<file path="config.mk">
export PLATFORM = sky130hd
export DESIGN_NAME = konami_bus_decoder_seq
export DESIGN_NICKNAME = d
export VERILOG_FILES = /design/src/rtl/konami_bus_pkg.sv /design/src/rtl/konami_region_decode.sv /design/src/rtl/konami_bus_decoder_seq.sv
export SDC_FILE = /design/constraint.sdc
export NUM_CORES = 1
export LEC_CHECK = 0
export ABC_AREA = 1
export CAP_MARGIN = 40
export CORE_MARGIN = 2
export CORE_UTILIZATION = 44
export CTS_BUF_LIST = sky130_fd_sc_hd__clkbuf_8 sky130_fd_sc_hd__clkbuf_16
export CTS_CLUSTER_DIAMETER = 30
export DETAILED_ROUTE_END_ITERATION = 16
export GPL_TIMING_DRIVEN = 0
export PLACE_DENSITY = 0.79
export SLEW_MARGIN = 20
export SYNTH_ARGS = -nofsm -noshare
export SYNTH_HDL_FRONTEND = slang
export SYNTH_SLANG_ARGS = --single-unit
</file>
<file path="constraint.sdc">
create_clock -name clk -period 1.6 [get_ports clk]
set_input_delay 0.32 -clock clk [delete_from_list [all_inputs] [get_ports clk]]
set_output_delay 0.32 -clock clk [all_outputs]
set_load 0.01 [all_outputs]
</file>
<file path="src/rtl/konami_bus_pkg.sv">
// Shared types for the Konami 052001-class bus decoder: regions, select bit positions,
// access FSM states.
package konami_bus_pkg;

    typedef enum logic [2:0] {
        RegProg,
        RegBank,
        RegVideo,
        RegIo,
        RegWork,
        RegNone
    } region_e;

    // Bit positions inside cs_n = {prog, bank, video, io, work}
    localparam int unsigned NumCs   = 5;
    localparam int unsigned CsProg  = 4;
    localparam int unsigned CsBank  = 3;
    localparam int unsigned CsVideo = 2;
    localparam int unsigned CsIo    = 1;
    localparam int unsigned CsWork  = 0;

    typedef enum logic [1:0] {
        StIdle,
        StAccess,
        StHold
    } state_e;

endpackage

</file>
<file path="src/rtl/konami_region_decode.sv">
// Combinational CPU address decode into a region and active-low select vector.
// Optional KONAMI_WOCO_EN carves a colour RAM select out of the WORK window.
module konami_region_decode
    import konami_bus_pkg::*;
#(
    parameter int unsigned ADDR_W = 16
) (
    input  logic [ADDR_W-1:0] addr_i,
    input  logic              woco_i,
    output region_e           region_o,
    output logic [NumCs-1:0]  sel_n_o,
    output logic              color_sel_n_o
);

    // Low address bits and woco are only consumed in some build variants
    logic unused_bits;
    assign unused_bits = ^{addr_i[12:0], woco_i};

    always_comb begin
        region_o      = RegNone;
        sel_n_o       = '1;
        color_sel_n_o = 1'b1;
        unique casez (addr_i[15:13])
            3'b1??: begin
                region_o        = RegProg;
                sel_n_o[CsProg] = 1'b0;
            end
            3'b011: begin
                region_o        = RegBank;
                sel_n_o[CsBank] = 1'b0;
            end
            3'b010: begin
                region_o         = RegVideo;
                sel_n_o[CsVideo] = 1'b0;
            end
            3'b001: begin
                region_o      = RegIo;
                sel_n_o[CsIo] = 1'b0;
            end
            3'b000: begin
                region_o = RegWork;
`ifdef KONAMI_WOCO_EN
                if (woco_i && (addr_i[12:10] == 3'b000)) begin
                    color_sel_n_o = 1'b0;
                end else begin
                    sel_n_o[CsWork] = 1'b0;
                end
`else
                sel_n_o[CsWork] = 1'b0;
`endif
            end
            default: ;
        endcase
    end

endmodule

</file>
<file path="src/rtl/konami_bus_decoder_seq.sv">
// Registered address decoder with ROM bank latch and per-region wait-state FSM.
// Define KONAMI_WOCO_EN to enable the colour RAM select inside the WORK window.
module konami_bus_decoder_seq
    import konami_bus_pkg::*;
#(
    parameter int unsigned ADDR_W       = 16,
    parameter int unsigned BANK_W       = 5,
    parameter int unsigned WAIT_ROM     = 2,
    parameter int unsigned WAIT_OTHER   = 0,
    parameter logic [3:0]  BANK_REG_OFS = 4'h0
) (
    input  logic                clk,
    input  logic                rst_n,
    input  logic                as_n,
    input  logic                rw,
    input  logic [ADDR_W-1:0]   addr,
    input  logic [7:0]          data_in,
    input  logic                init,
    input  logic                woco,
    output logic [4:0]          cs_n,
    output logic                color_cs_n,
    output logic [BANK_W+12:0]  rom_addr,
    output logic [BANK_W-1:0]   bank_q,
    output logic                cpu_wait
);

    localparam int unsigned RomW = BANK_W + 13;

    state_e            state_q, state_d;
    logic [3:0]        cnt_q, cnt_d;
    logic [4:0]        cs_n_d;
    logic              color_cs_n_d;
    logic [RomW-1:0]   rom_addr_d;
    logic [BANK_W-1:0] bank_d;
    logic              cpu_wait_d;

    region_e           dec_region;
    logic [4:0]        dec_sel_n;
    logic              dec_color_n;
    logic [3:0]        load;
    logic              bank_wr;

    logic unused_data;
    assign unused_data = ^data_in;

    konami_region_decode #(
        .ADDR_W (ADDR_W)
    ) u_decode (
        .addr_i        (addr),
        .woco_i        (woco),
        .region_o      (dec_region),
        .sel_n_o       (dec_sel_n),
        .color_sel_n_o (dec_color_n)
    );

    always_comb begin
        load    = ((dec_region == RegProg) || (dec_region == RegBank)) ?
                  4'(WAIT_ROM) : 4'(WAIT_OTHER);
        // Only the strobe-start edge can latch, so one write per strobe at most
        bank_wr = (state_q == StIdle) && !as_n && (dec_region == RegIo) && !rw &&
                  (addr[3:0] == BANK_REG_OFS);
        if (init) begin
            bank_d = '0;
        end else if (bank_wr) begin
            bank_d = data_in[BANK_W-1:0];
        end else begin
            bank_d = bank_q;
        end
    end

    always_comb begin
        state_d      = state_q;
        cnt_d        = cnt_q;
        cs_n_d       = cs_n;
        color_cs_n_d = color_cs_n;
        rom_addr_d   = rom_addr;
        cpu_wait_d   = cpu_wait;
        unique case (state_q)
            StIdle: begin
                if (!as_n) begin
                    cs_n_d       = dec_sel_n;
                    color_cs_n_d = dec_color_n;
                    if (dec_region == RegProg) begin
                        rom_addr_d = RomW'(addr[14:0]);
                    end else if (dec_region == RegBank) begin
                        rom_addr_d = {bank_q, addr[12:0]};
                    end
                    cnt_d      = load;
                    cpu_wait_d = (load != 4'd0);
                    state_d    = (load != 4'd0) ? StAccess : StHold;
                end
            end
            StAccess: begin
                if (as_n) begin
                    cs_n_d       = '1;
                    color_cs_n_d = 1'b1;
                    cpu_wait_d   = 1'b0;
                    cnt_d        = '0;
                    state_d      = StIdle;
                end else begin
                    cnt_d = cnt_q - 4'd1;
                    if (cnt_q == 4'd1) begin
                        cpu_wait_d = 1'b0;
                        state_d    = StHold;
                    end
                end
            end
            StHold: begin
                if (as_n) begin
                    cs_n_d       = '1;
                    color_cs_n_d = 1'b1;
                    state_d      = StIdle;
                end
            end
            default: state_d = StIdle;
        endcase
    end

    always_ff @(posedge clk or negedge rst_n) begin
        if (!rst_n) begin
            state_q    <= StIdle;
            cnt_q      <= '0;
            cs_n       <= '1;
            color_cs_n <= 1'b1;
            rom_addr   <= '0;
            bank_q     <= '0;
            cpu_wait   <= 1'b0;
        end else begin
            state_q    <= state_d;
            cnt_q      <= cnt_d;
            cs_n       <= cs_n_d;
            color_cs_n <= color_cs_n_d;
            rom_addr   <= rom_addr_d;
            bank_q     <= bank_d;
            cpu_wait   <= cpu_wait_d;
        end
    end

endmodule

</file>
==> key figures <==
GRT
  – Met1 Use GR: 0.2163
  – Grt ovf: 0
  – GRT met3 Usage: 0.06849
  – Initial antenna violation count: 0
  – Global-route wire length before repair: 6.272 mm
  – GR peak layer: met2
  – Vias in the first global route: 1423
  – Total Routing Usage GR: 0.1953
  – Largest net degree at the start of global routing: 34
  – Met2 Use GR: 0.3359

Placement
  – GPL Wtd Cong: 0.8186
  – Post-Place Cell Area: 2288 um^2
  – Port bufs: 54
  – Worst Setup Slack post-DPL: -0.2351 ns
  – Detailed Place HPWL: 2.762 mm
  – Placed instance count: 303

Worst setup path
  – Critical Path Sink Type: primary output
  – Worst path required time: 1.28 ns
  – Crit path arrival time: 1.24 ns
  – Family with the most delay on the worst path: buffers and inverters
  – CP bufs+invs: 1
  – Critical-path top delay cell: clkdlybuf4s50_1
  – Setup crit start kind: flop
  – Critical path launch point: bank_q[1]
  – Crit Path Class: reg -> out
  – Crit-path cells: clkdlybuf4s50_1
  – CP Max Fanout: 3
  – Worst r2r src: state_q[1]
  – Crit-path max cell delay: 0.55 ns

CTS
  – Max Buffers Root-to-Sink: 2
  – # clock sinks: 35
  – CTS H-Tree Depth: 2
  – Num CTS Buffers: 5
  – CTS tree: yes
  – Root buffer cell: clkbuf_8
  – Clk slew on worst S/H paths: 0.07 ns
  – Clock latency on the worst-skew pair: 0.29 ns

Routing
  – Total wire length: 3.734 mm
  – Final ANT Viol Nets: 0
  – DR WL/cell: 11.93 um
  – DR vias: 1529
  – Drt via density: 4.885
  – First-pass iteration count of the detailed router: 6
  – Post-route DRC violation count: 0
  – DRT iter0 DRCs: 26

Final layout
  – Most common cell after layout, fill and taps aside: nand2_1
  – # fillers: 309
  – Footprint of the multi-input gates: 699.4 um^2
  – Ant diodes: 0
  – Layout cells sized above 1: 0.1094
  – Fin area: 2405 um^2
  – Layout area overhead: 43.75%
  – Final nets: 300
  – Core Util, Final: 0.6569
  – Non-filler instance count after layout: 313
  – Most frequent cells in the layout: 78 x nand2_1, 47 x clkdlybuf4s50_1, 30 x dfrtp_1
  – Register area: 882.1 um^2

Run status
  – Status: finished clean

Power and ir drop
  – Pwr dens: 1588 nW/um^2
  – Leakage power: 1.200 nW
  – Final Power: 3.819 mW
  – Maximum VDD drop: 0.8556 mV

Yosys
  – Synth Register Bits: 35
  – Simple-gate portion of the synthesized area: 0.2782
  – Largest family of logic cells by synthesized area: simple AND/OR/NAND/NOR gates
  – Cells after Synth: 200
  – Cell variety after synth: 21
  – Compound-cell area share of the yosys netlist: 0.07479
  – Post-Syn Area per Cell: 8.364 um^2
  – Mapped Area: 1673 um^2
  – XOR/XNOR Fraction of Synth Area: 0.005236
  – Post-Synth Adder-Cell Area: 0.04488
  – Syn Nets: 236
  – Post-synthesis sequential area ratio: 0.5273
  – YS warnings: 0
  – Post-synthesis mux area share: 0

STA
  – Final hold slack: 0.3588 ns
  – Setup_tns: 0 ns
  – Final period utilization: 0.9727
  – Worst Skew: 0.003653 ns
  – Setup ws final: 0.04367 ns
  – Max Slew Vio Count: 0
  – Highest clock rate: 0.6425 GHz
  – Post-layout min period: 1.556 ns
  – Setup violators final: 0
  – Count of final hold-check violations: 0

Min path
  – Hold Path Class: in -> async

Floorplanning
  – I/O Pins: 60
  – Site row count: 22
  – Initial Utilization: 0.4569
  – Core ar.: 3661 um^2
  – Chip Width: 65.66 um
  – Die ar.: 4311 um^2
  – Die H: 65.66 um

Run
  – MaxCap Viol Count: 0
==> path summary, 6_finish.rpt <==
check,to,slack (ns),depth (start not counted)
worst min register to register,cs_n[0],0.47,2
worst max register to register,rom_addr[13],0.09,8
max in group asynchronous,cs_n[1],0.81,3
worst max-delay path,bank_q[1],0.04,1
worst min-delay path,rom_addr[6],0.36,2
min in group clk,cs_n[0],0.47,2
==> power by group <==
group          internal [mW]  leakage (nW)  switching, mW
clock network          0.292        0.0505          0.298
registers               1.26         0.441          0.183
logic                  0.868         0.708          0.918
total                   2.42          1.20           1.40
==> layout make-up <==
type / instances / share of cell area
Sequential cell: 35 / 0.3668
Multi-Input combinational cell: 141 / 0.2908
Timing Repair Buffer: 57 / 0.2367
Inverter: 20 / 0.03122
Clock buffer: 5 / 0.02862
Tap cell: 48 / 0.02497
Buffer: 4 / 0.01561
Clock inverter: 3 / 0.005203
==> cells by family after synthesis <==
kind of cell	Yosys count
flip-flops	35
other	1
adder cells (fa/ha/maj)	6
AND/OR/NAND/NOR	114
AO/OA/AOI/OAI	19
XOR/XNOR	1
buffers and inverters	24
==> what timing repair did <==
item / in CTS / in global routing
resized for setup: 6 / 7
setup endpoints to repair: 27 / 34
cloned: 0 / 0
hold buffers: 1 / 0
buffers inserted: 1 / 0
hold endpoints to repair: 2 / 0
==> Yosys cell counts <==
cell type,n,area share
buf_4,2,0.0090
xnor2_1,1,0.0052
inv_2,2,0.0045
o21ai_2,3,0.016
dfrtp_1,30,0.45
ha_1,6,0.045
buf_6,2,0.013
o211ai_1,2,0.0090
nand2_1,79,0.18
nand4_1,6,0.022
nor2_1,11,0.025
dfstp_2,5,0.079
o21ai_0,10,0.030
o22ai_1,2,0.0075
a21oi_1,1,0.0030
nor3_1,1,0.0030
inv_1,17,0.038
a21oi_4,1,0.0097
conb_1,1,0.0022
nand3_1,17,0.051
clkinv_1,1,0.0022
==> layer usage <==
metal / part of all wire / vias up
li1: - / 768
met1: 0.44 / 704
met2: 0.47 / 50
met3: 0.076 / 7
met4: 0.019 / 0
met5: 0 / -
==> flip-flops by register name (all words and copies together) (netlist names) <==
signal,count
rom_addr,18
bank_q,5
cs_n,5
cnt_q,4
state_q,2
cpu_wait,1
No activity file was read; power rests on OpenSTA's default activity.
